===== config.mk =====
export PLATFORM = sky130hd
export DESIGN_NAME = fp_mul_seq
export DESIGN_NICKNAME = d
export VERILOG_FILES = /design/src/rtl/fp_pkg.sv /design/src/rtl/fpm_mant_mul.sv /design/src/rtl/fp_mul_seq.sv
export SDC_FILE = /design/constraint.sdc
export NUM_CORES = 1
export LEC_CHECK = 0
export ABC_CLOCK_PERIOD_IN_PS = 2500
export BUFFER_PORTS_ARGS = -buffer_cell sky130_fd_sc_hd__buf_2
export CAP_MARGIN = 20
export CORE_AREA = 2 2 152 303
export CTS_CLUSTER_DIAMETER = 80
export DETAILED_ROUTE_END_ITERATION = 8
export DIE_AREA = 0 0 154 305
export SKIP_LAST_GASP = 1
export SLEW_MARGIN = 20
export SYNTH_ARGS = -nofsm -noshare
export SYNTH_HDL_FRONTEND = slang
export SYNTH_SLANG_ARGS = --single-unit

===== constraint.sdc =====
create_clock -name clk -period 2.5 [get_ports clk]
set_input_delay 0.125 -clock clk [delete_from_list [all_inputs] [get_ports clk]]
set_output_delay 0.125 -clock clk [all_outputs]
set_load 0.02 [all_outputs]

===== src/rtl/fp_pkg.sv =====
// Shared definitions for the sequential binary32 multiplier: field widths,
// special-value encodings and the controller state type.
package fp_pkg;

   localparam int EXP_W  = 8;
   localparam int FRAC_W = 23;
   localparam int MANT_W = 24;
   localparam int PROD_W = 48;
   localparam int SEXP_W = 10;

   localparam logic [SEXP_W-1:0] EXP_BIAS  = 10'd127;
   localparam logic [4:0]        MULT_LAST = 5'd23;

   localparam logic [31:0] QNAN    = 32'h7FC0_0000;
   localparam logic [31:0] POS_INF = 32'h7F80_0000;

   typedef enum logic [2:0] {
      IDLE   = 3'd0,
      UNPACK = 3'd1,
      MULT   = 3'd2,
      NORM   = 3'd3,
      ROUND  = 3'd4,
      DONE   = 3'd5
   } fp_state_e;

   // Denormals are flushed, so any zero exponent counts as zero.
   function automatic logic fp_is_zero(input logic [31:0] x);
      return (x[30:23] == 8'd0);
   endfunction

   function automatic logic fp_is_inf(input logic [31:0] x);
      return (x[30:23] == 8'hFF) && (x[22:0] == 23'd0);
   endfunction

   function automatic logic fp_is_nan(input logic [31:0] x);
      return (x[30:23] == 8'hFF) && (x[22:0] != 23'd0);
   endfunction

endpackage


===== src/rtl/fpm_mant_mul.sv =====
// 24x24 iterative shift-add significand multiplier; one partial product per
// step, loaded and stepped by the fp_mul_seq controller.
module fpm_mant_mul
   import fp_pkg::*;
(
   input  logic              clk,
   input  logic              rst,
   input  logic              load,
   input  logic              step,
   input  logic [MANT_W-1:0] mcand,
   input  logic [MANT_W-1:0] mplier,
   output logic [PROD_W-1:0] product,
   output logic [4:0]        count
);

   logic [PROD_W-1:0] acc_r;
   logic [PROD_W-1:0] mcand_r;
   logic [MANT_W-1:0] mplier_r;
   logic [4:0]        count_r;

   // Accumulate the shifted multiplicand for each set multiplier bit, LSB first.
   always_ff @(posedge clk) begin
      if (rst) begin
         acc_r    <= {PROD_W{1'b0}};
         mcand_r  <= {PROD_W{1'b0}};
         mplier_r <= {MANT_W{1'b0}};
         count_r  <= 5'd0;
      end else if (load) begin
         acc_r    <= {PROD_W{1'b0}};
         mcand_r  <= {{(PROD_W-MANT_W){1'b0}}, mcand};
         mplier_r <= mplier;
         count_r  <= 5'd0;
      end else if (step) begin
         if (mplier_r[0]) begin
            acc_r <= acc_r + mcand_r;
         end else begin
            acc_r <= acc_r;
         end
         mcand_r  <= {mcand_r[PROD_W-2:0], 1'b0};
         mplier_r <= {1'b0, mplier_r[MANT_W-1:1]};
         count_r  <= count_r + 5'd1;
      end else begin
         acc_r    <= acc_r;
         mcand_r  <= mcand_r;
         mplier_r <= mplier_r;
         count_r  <= count_r;
      end
   end

   assign product = acc_r;
   assign count   = count_r;

endmodule


===== src/rtl/fp_mul_seq.sv =====
// Sequential IEEE-754 binary32 multiplier (flush-to-zero). Define FPMUL_ROUND_EN
// for round-to-nearest-even; otherwise the significand is truncated.
module fp_mul_seq
   import fp_pkg::*;
(
   input  logic        clk,
   input  logic        rst,
   input  logic        start,
   input  logic [31:0] a,
   input  logic [31:0] b,
   output logic        busy,
   output logic        done,
   output logic [31:0] result,
   output logic [2:0]  flags
);

`ifdef FPMUL_ROUND_EN
   localparam logic RND_EN = 1'b1;
`else
   localparam logic RND_EN = 1'b0;
`endif

   fp_state_e                state_r, state_s;
   logic [31:0]              a_r, b_r;
   logic                     sign_r;
   logic signed [SEXP_W-1:0] exp_r;
   logic [FRAC_W-1:0]        frac_r;
   logic                     guard_r, round_r, sticky_r;
   logic [31:0]              result_r, res_s;
   logic [2:0]               flags_r, flg_s;
   logic                     busy_r, done_r;

   logic                     load_s, step_s;
   logic [PROD_W-1:0]        product_s;
   logic [4:0]               count_s;

   logic                     sign_s, spec_s;
   logic [31:0]              spec_res_s;
   logic [2:0]               spec_flg_s;

   logic                     inc_s;
   logic [FRAC_W:0]          frac_sum_s;
   logic signed [SEXP_W-1:0] exp_rnd_s;
   logic [FRAC_W-1:0]        frac_rnd_s;
   logic [31:0]              rnd_res_s;
   logic [2:0]               rnd_flg_s;

   fpm_mant_mul u_mant_mul (
      .clk     (clk),
      .rst     (rst),
      .load    (load_s),
      .step    (step_s),
      .mcand   ({1'b1, a_r[22:0]}),
      .mplier  ({1'b1, b_r[22:0]}),
      .product (product_s),
      .count   (count_s)
   );

   // Classify the captured operands and pick the special-case result, if any.
   always_comb begin
      sign_s     = a_r[31] ^ b_r[31];
      spec_s     = 1'b1;
      spec_res_s = 32'd0;
      spec_flg_s = 3'b000;
      if (fp_is_nan(a_r) || fp_is_nan(b_r) ||
          (fp_is_inf(a_r) && fp_is_zero(b_r)) ||
          (fp_is_zero(a_r) && fp_is_inf(b_r))) begin
         spec_res_s = QNAN;
         spec_flg_s = 3'b100;
      end else if (fp_is_inf(a_r) || fp_is_inf(b_r)) begin
         spec_res_s = {sign_s, POS_INF[30:0]};
      end else if (fp_is_zero(a_r) || fp_is_zero(b_r)) begin
         spec_res_s = {sign_s, 31'd0};
      end else begin
         spec_s = 1'b0;
      end
   end

   // Round (or truncate), absorb a significand carry, then range-check the exponent.
   always_comb begin
      inc_s      = RND_EN & guard_r & (round_r | sticky_r | frac_r[0]);
      frac_sum_s = {1'b0, frac_r} + {{FRAC_W{1'b0}}, inc_s};
      if (frac_sum_s[FRAC_W]) begin
         exp_rnd_s  = exp_r + 10'sd1;
         frac_rnd_s = {FRAC_W{1'b0}};
      end else begin
         exp_rnd_s  = exp_r;
         frac_rnd_s = frac_sum_s[FRAC_W-1:0];
      end
      if (exp_rnd_s >= 10'sd255) begin
         rnd_res_s = {sign_r, POS_INF[30:0]};
         rnd_flg_s = 3'b010;
      end else if (exp_rnd_s <= 10'sd0) begin
         rnd_res_s = {sign_r, 31'd0};
         rnd_flg_s = 3'b001;
      end else begin
         rnd_res_s = {sign_r, exp_rnd_s[EXP_W-1:0], frac_rnd_s};
         rnd_flg_s = 3'b000;
      end
   end

   // Controller next state, multiplier control and the result to be registered.
   always_comb begin
      state_s = state_r;
      load_s  = 1'b0;
      step_s  = 1'b0;
      res_s   = result_r;
      flg_s   = flags_r;
      case (state_r)
         IDLE: begin
            if (start) begin
               state_s = UNPACK;
            end else begin
               state_s = IDLE;
            end
         end
         UNPACK: begin
            if (spec_s) begin
               state_s = DONE;
               res_s   = spec_res_s;
               flg_s   = spec_flg_s;
            end else begin
               state_s = MULT;
               load_s  = 1'b1;
            end
         end
         MULT: begin
            step_s = 1'b1;
            if (count_s == MULT_LAST) begin
               state_s = NORM;
            end else begin
               state_s = MULT;
            end
         end
         NORM:    state_s = ROUND;
         ROUND: begin
            state_s = DONE;
            res_s   = rnd_res_s;
            flg_s   = rnd_flg_s;
         end
         DONE:    state_s = IDLE;
         default: state_s = IDLE;
      endcase
   end

   // State, registered outputs and the per-stage datapath registers.
   always_ff @(posedge clk) begin
      if (rst) begin
         state_r  <= IDLE;
         a_r      <= 32'd0;
         b_r      <= 32'd0;
         sign_r   <= 1'b0;
         exp_r    <= 10'sd0;
         frac_r   <= {FRAC_W{1'b0}};
         guard_r  <= 1'b0;
         round_r  <= 1'b0;
         sticky_r <= 1'b0;
         result_r <= 32'd0;
         flags_r  <= 3'b000;
         busy_r   <= 1'b0;
         done_r   <= 1'b0;
      end else begin
         state_r  <= state_s;
         result_r <= res_s;
         flags_r  <= flg_s;
         busy_r   <= (state_s != IDLE);
         done_r   <= (state_s == DONE);
         case (state_r)
            IDLE: begin
               if (start) begin
                  a_r <= a;
                  b_r <= b;
               end
            end
            UNPACK: begin
               sign_r <= sign_s;
               exp_r  <= $signed({2'b00, a_r[30:23]} + {2'b00, b_r[30:23]} - EXP_BIAS);
            end
            // A product in [2,4) carries its leading one at bit 47.
            NORM: begin
               if (product_s[47]) begin
                  exp_r    <= exp_r + 10'sd1;
                  frac_r   <= product_s[46:24];
                  guard_r  <= product_s[23];
                  round_r  <= product_s[22];
                  sticky_r <= |product_s[21:0];
               end else begin
                  frac_r   <= product_s[45:23];
                  guard_r  <= product_s[22];
                  round_r  <= product_s[21];
                  sticky_r <= |product_s[20:0];
               end
            end
            default: begin
               sign_r <= sign_r;
            end
         endcase
      end
   end

   assign busy   = busy_r;
   assign done   = done_r;
   assign result = result_r;
   assign flags  = flags_r;

endmodule


==> run summary <==
status - finished, violations left
violated checks - negative setup slack
Critical Path AT - 3.11 ns
Critical Path Sink Type - flip-flop
first-pass GRT wire length - 60090 µm
ant diodes - 0
clk sinks - 263
CP Launch Type - flip-flop
core area - 44730 µm²
GRT Util Overall - 15.14%
Critical Path Max Stage Delay - 0.48 ns
WP buf/inv - 1
WL final - 36720 µm
Finished Cell Area - 17190 µm²
post-DR wirelength/cell - 14.66 µm
Sum Neg Setup Slack - -1.031 ns
Slowest-stage cell, CP - a311o_2
CP cell instances - ha_4 > inv_2 > fa_2 > nor2b_4 > o211ai_2 > a311o_2 > o211ai_4 > a211oi_4 > o21ai_2 > a311oi_2 > mux2i_1 > a211oi_2
Via Count - 12650
Hold WC Path Type - primary input to flip-flop
Seq/Total Area, Yosys - 39.64%
Syn Area/Cell - 7.864 µm²
CTS tree - built
Max VDD drop - 592.9 µV
maxcap violations - 0
post-synth top area share - 39.64%
Nets - 2058
pin count of the biggest net entering global routing - 182
Power Dens Cells - 828.6 nW/µm²
DR pass1 iterations - 5
Post-DP HPWL - 25170 µm
endpoints failing hold - 0
Mapped Area - 13280 µm²
Initial Util - 29.69%
initial antenna violation count - 1
Worst-Skew Late Latency - 0.55 ns
share of flip-flops with an asynchronous set or reset - 0%
Synth Register Bits - 263
vias in the first global route - 12070
Port Buffers - 103
initial drt markers - 854
Cell Rows - 110
Post-Syn Nets - 1823
drt drc - 0
vias per cell - 5.052
Die Wd - 154 µm
clock-pin slew of the registers on the worst-case setup and hold paths - 0.07 ns
most frequent cells in the layout - nand2_1, dfxtp_1, a21oi_1
Final ANT Viol Nets - 0
Max Buffers Root-to-Sink - 3
total die area - 46970 µm²
worst hold margin - 0.2455 ns
commonest non-fill, non-tap cell in the layout - nand2_1
Worst Slack Setup Final - -0.1378 ns
Area after DPL - 15190 µm²
synthesized netlist cell count - 1689
CP Data Required Time - 2.97 ns
max-slew violation count - 0
# IOs - 104
Clock Tree Root - clkbuf_16
critical setup path kind - flip-flop to flip-flop
final core area utilization - 38.43%
global placer's final weighted congestion - 0.8681
dominant cell type by area after synthesis - dfxtp_1
crit-path max FO - 5
clk_skew - 0.02443 ns
Synth area leaders - dfxtp_1, nand2_1, a21oi_1
Top Family by Delay on Critical Path - compound AO/OA/AOI/OAI gates
Worst Max-Slew Pin Slew - 0.9590 ns
top_reg_cell synth - dfxtp_1
final setup fails - 15
min cycle time layout - 2.638 ns
Rel. slew slack - 36.07%
fmax - 379.1 MHz
unrepaired setup endpoints after global routing - yes
die height - 305 µm
layout cells sized above 1 - 20.63%
Tcrit/Tclk final - 105.5%
Yosys warnings - 0
P_leak - 6.717 nW
Post-synth EDFFs - 0
H-tree depth - 1
CTS buffer count - 26
grt total ovfl - 0
area added between synthesis and finish - 29.41%
post-synth cell types - 79
[synth_stat cells (11+ instances only)]
library cell and instances:
a211oi_1 32, a21o_1 21, a21oi_1 220, a22oi_1 49
a311oi_1 26, buf_2 15, clkbuf_1 90, dfxtp_1 263
ha_1 65, inv_1 26, mux2i_1 28, nand2_1 370
nand3_1 33, nand4_1 24, nor2_1 148, nor2b_1 11
nor3_1 19, nor4_1 21, o21ai_0 45, xnor2_1 28
xor2_1 16
[timing repair]
item	4_1_cts	5_1_grt
gates cloned	0	0
hold buffers	65	0
resized for setup	29	51
hold endpoints to repair	67	0
setup endpoints to repair	21	33
setup buffers	6	7
pin swaps	13	30
[stage by stage]
stage          setup slack [ns]  total power (W)  cells
5_1_grt                 -0.2847          0.01509   2504
3_3_place_gp            -0.1386         0.009925   2379
2_1_floorplan          0.001847         0.008271   1689
3_5_place_dp            -0.1570         0.009960   2379
4_1_cts                 -0.1411          0.01427   2498
6_report                -0.1378          0.01424   2504
[tightest hold or removal path, cell delays in order]
cell and delay [ns]:
buf_2 0.10, nor4b_2 0.16, buf_12 0.19, nand2_1 0.10, a21oi_1 0.05
[layout make-up]
type | count | area [µm²]
clock inverter | 10 | 135.1
multi-input combinational | 1287 | 7826
fill | 4500 | 27540
sequential | 263 | 5278
timing repair buffer | 320 | 2384
clock buffer | 38 | 767.0
inverter | 26 | 97.59
tap | 560 | 700.7
[worst paths after layout]
check | start | end | slack, ns | cells past startpoint
min | start | a_r[18] | 0.25 | 5
min reg2reg | u_mant_mul.mplier_r[13] | u_mant_mul.mplier_r[13] | 0.45 | 2
max | u_mant_mul.mcand_r[0] | u_mant_mul.product[46] | -0.14 | 12
max reg2reg | u_mant_mul.mcand_r[0] | u_mant_mul.product[46] | -0.14 | 12
[power by group]
| part | total, W | switching, W | internal, W |
|---|---|---|---|
| Sequential | 0.00531 | 0.000508 | 0.00480 |
| Clock | 0.00415 | 0.00171 | 0.00244 |
| Combinational | 0.00478 | 0.00288 | 0.00190 |
[sequential cells by signal, summed over array words and instances, names as in the netlist, 3 cells and up]
register	flops
a_r	32
exp_r	10
result	32
u_mant_mul.product	48
state_r	3
u_mant_mul.mcand_r	48
frac_r	23
u_mant_mul.count	5
b_r	32
u_mant_mul.mplier_r	24
flags	3
[cells by family (layout without fill, tap and decap cells)]
| kind of cell | Yosys count | count (layout) | share of synthesized area, % |
|---|---|---|---|
| AO/OA/AOI/OAI | 474 | 474 | 22.77 |
| XOR/XNOR | 44 | 44 | 2.902 |
| adder cells (fa/ha/maj) | 67 | 67 | 6.425 |
| buffers and inverters | 139 | 394 | 4.239 |
| flip-flops | 263 | 263 | 39.64 |
| multiplexers | 28 | 28 | 2.110 |
| AND/OR/NAND/NOR | 674 | 674 | 21.91 |
[per-layer routing]
metal	up-vias	GRT usage, %	wire, µm
met5	-	0	9
met4	2	4.825	933
met3	67	1.962	1435
li1	6449	-	-
met2	264	26.13	17690
met1	5869	19.47	16650
Note: power is estimated with default switching activity, not from simulation.
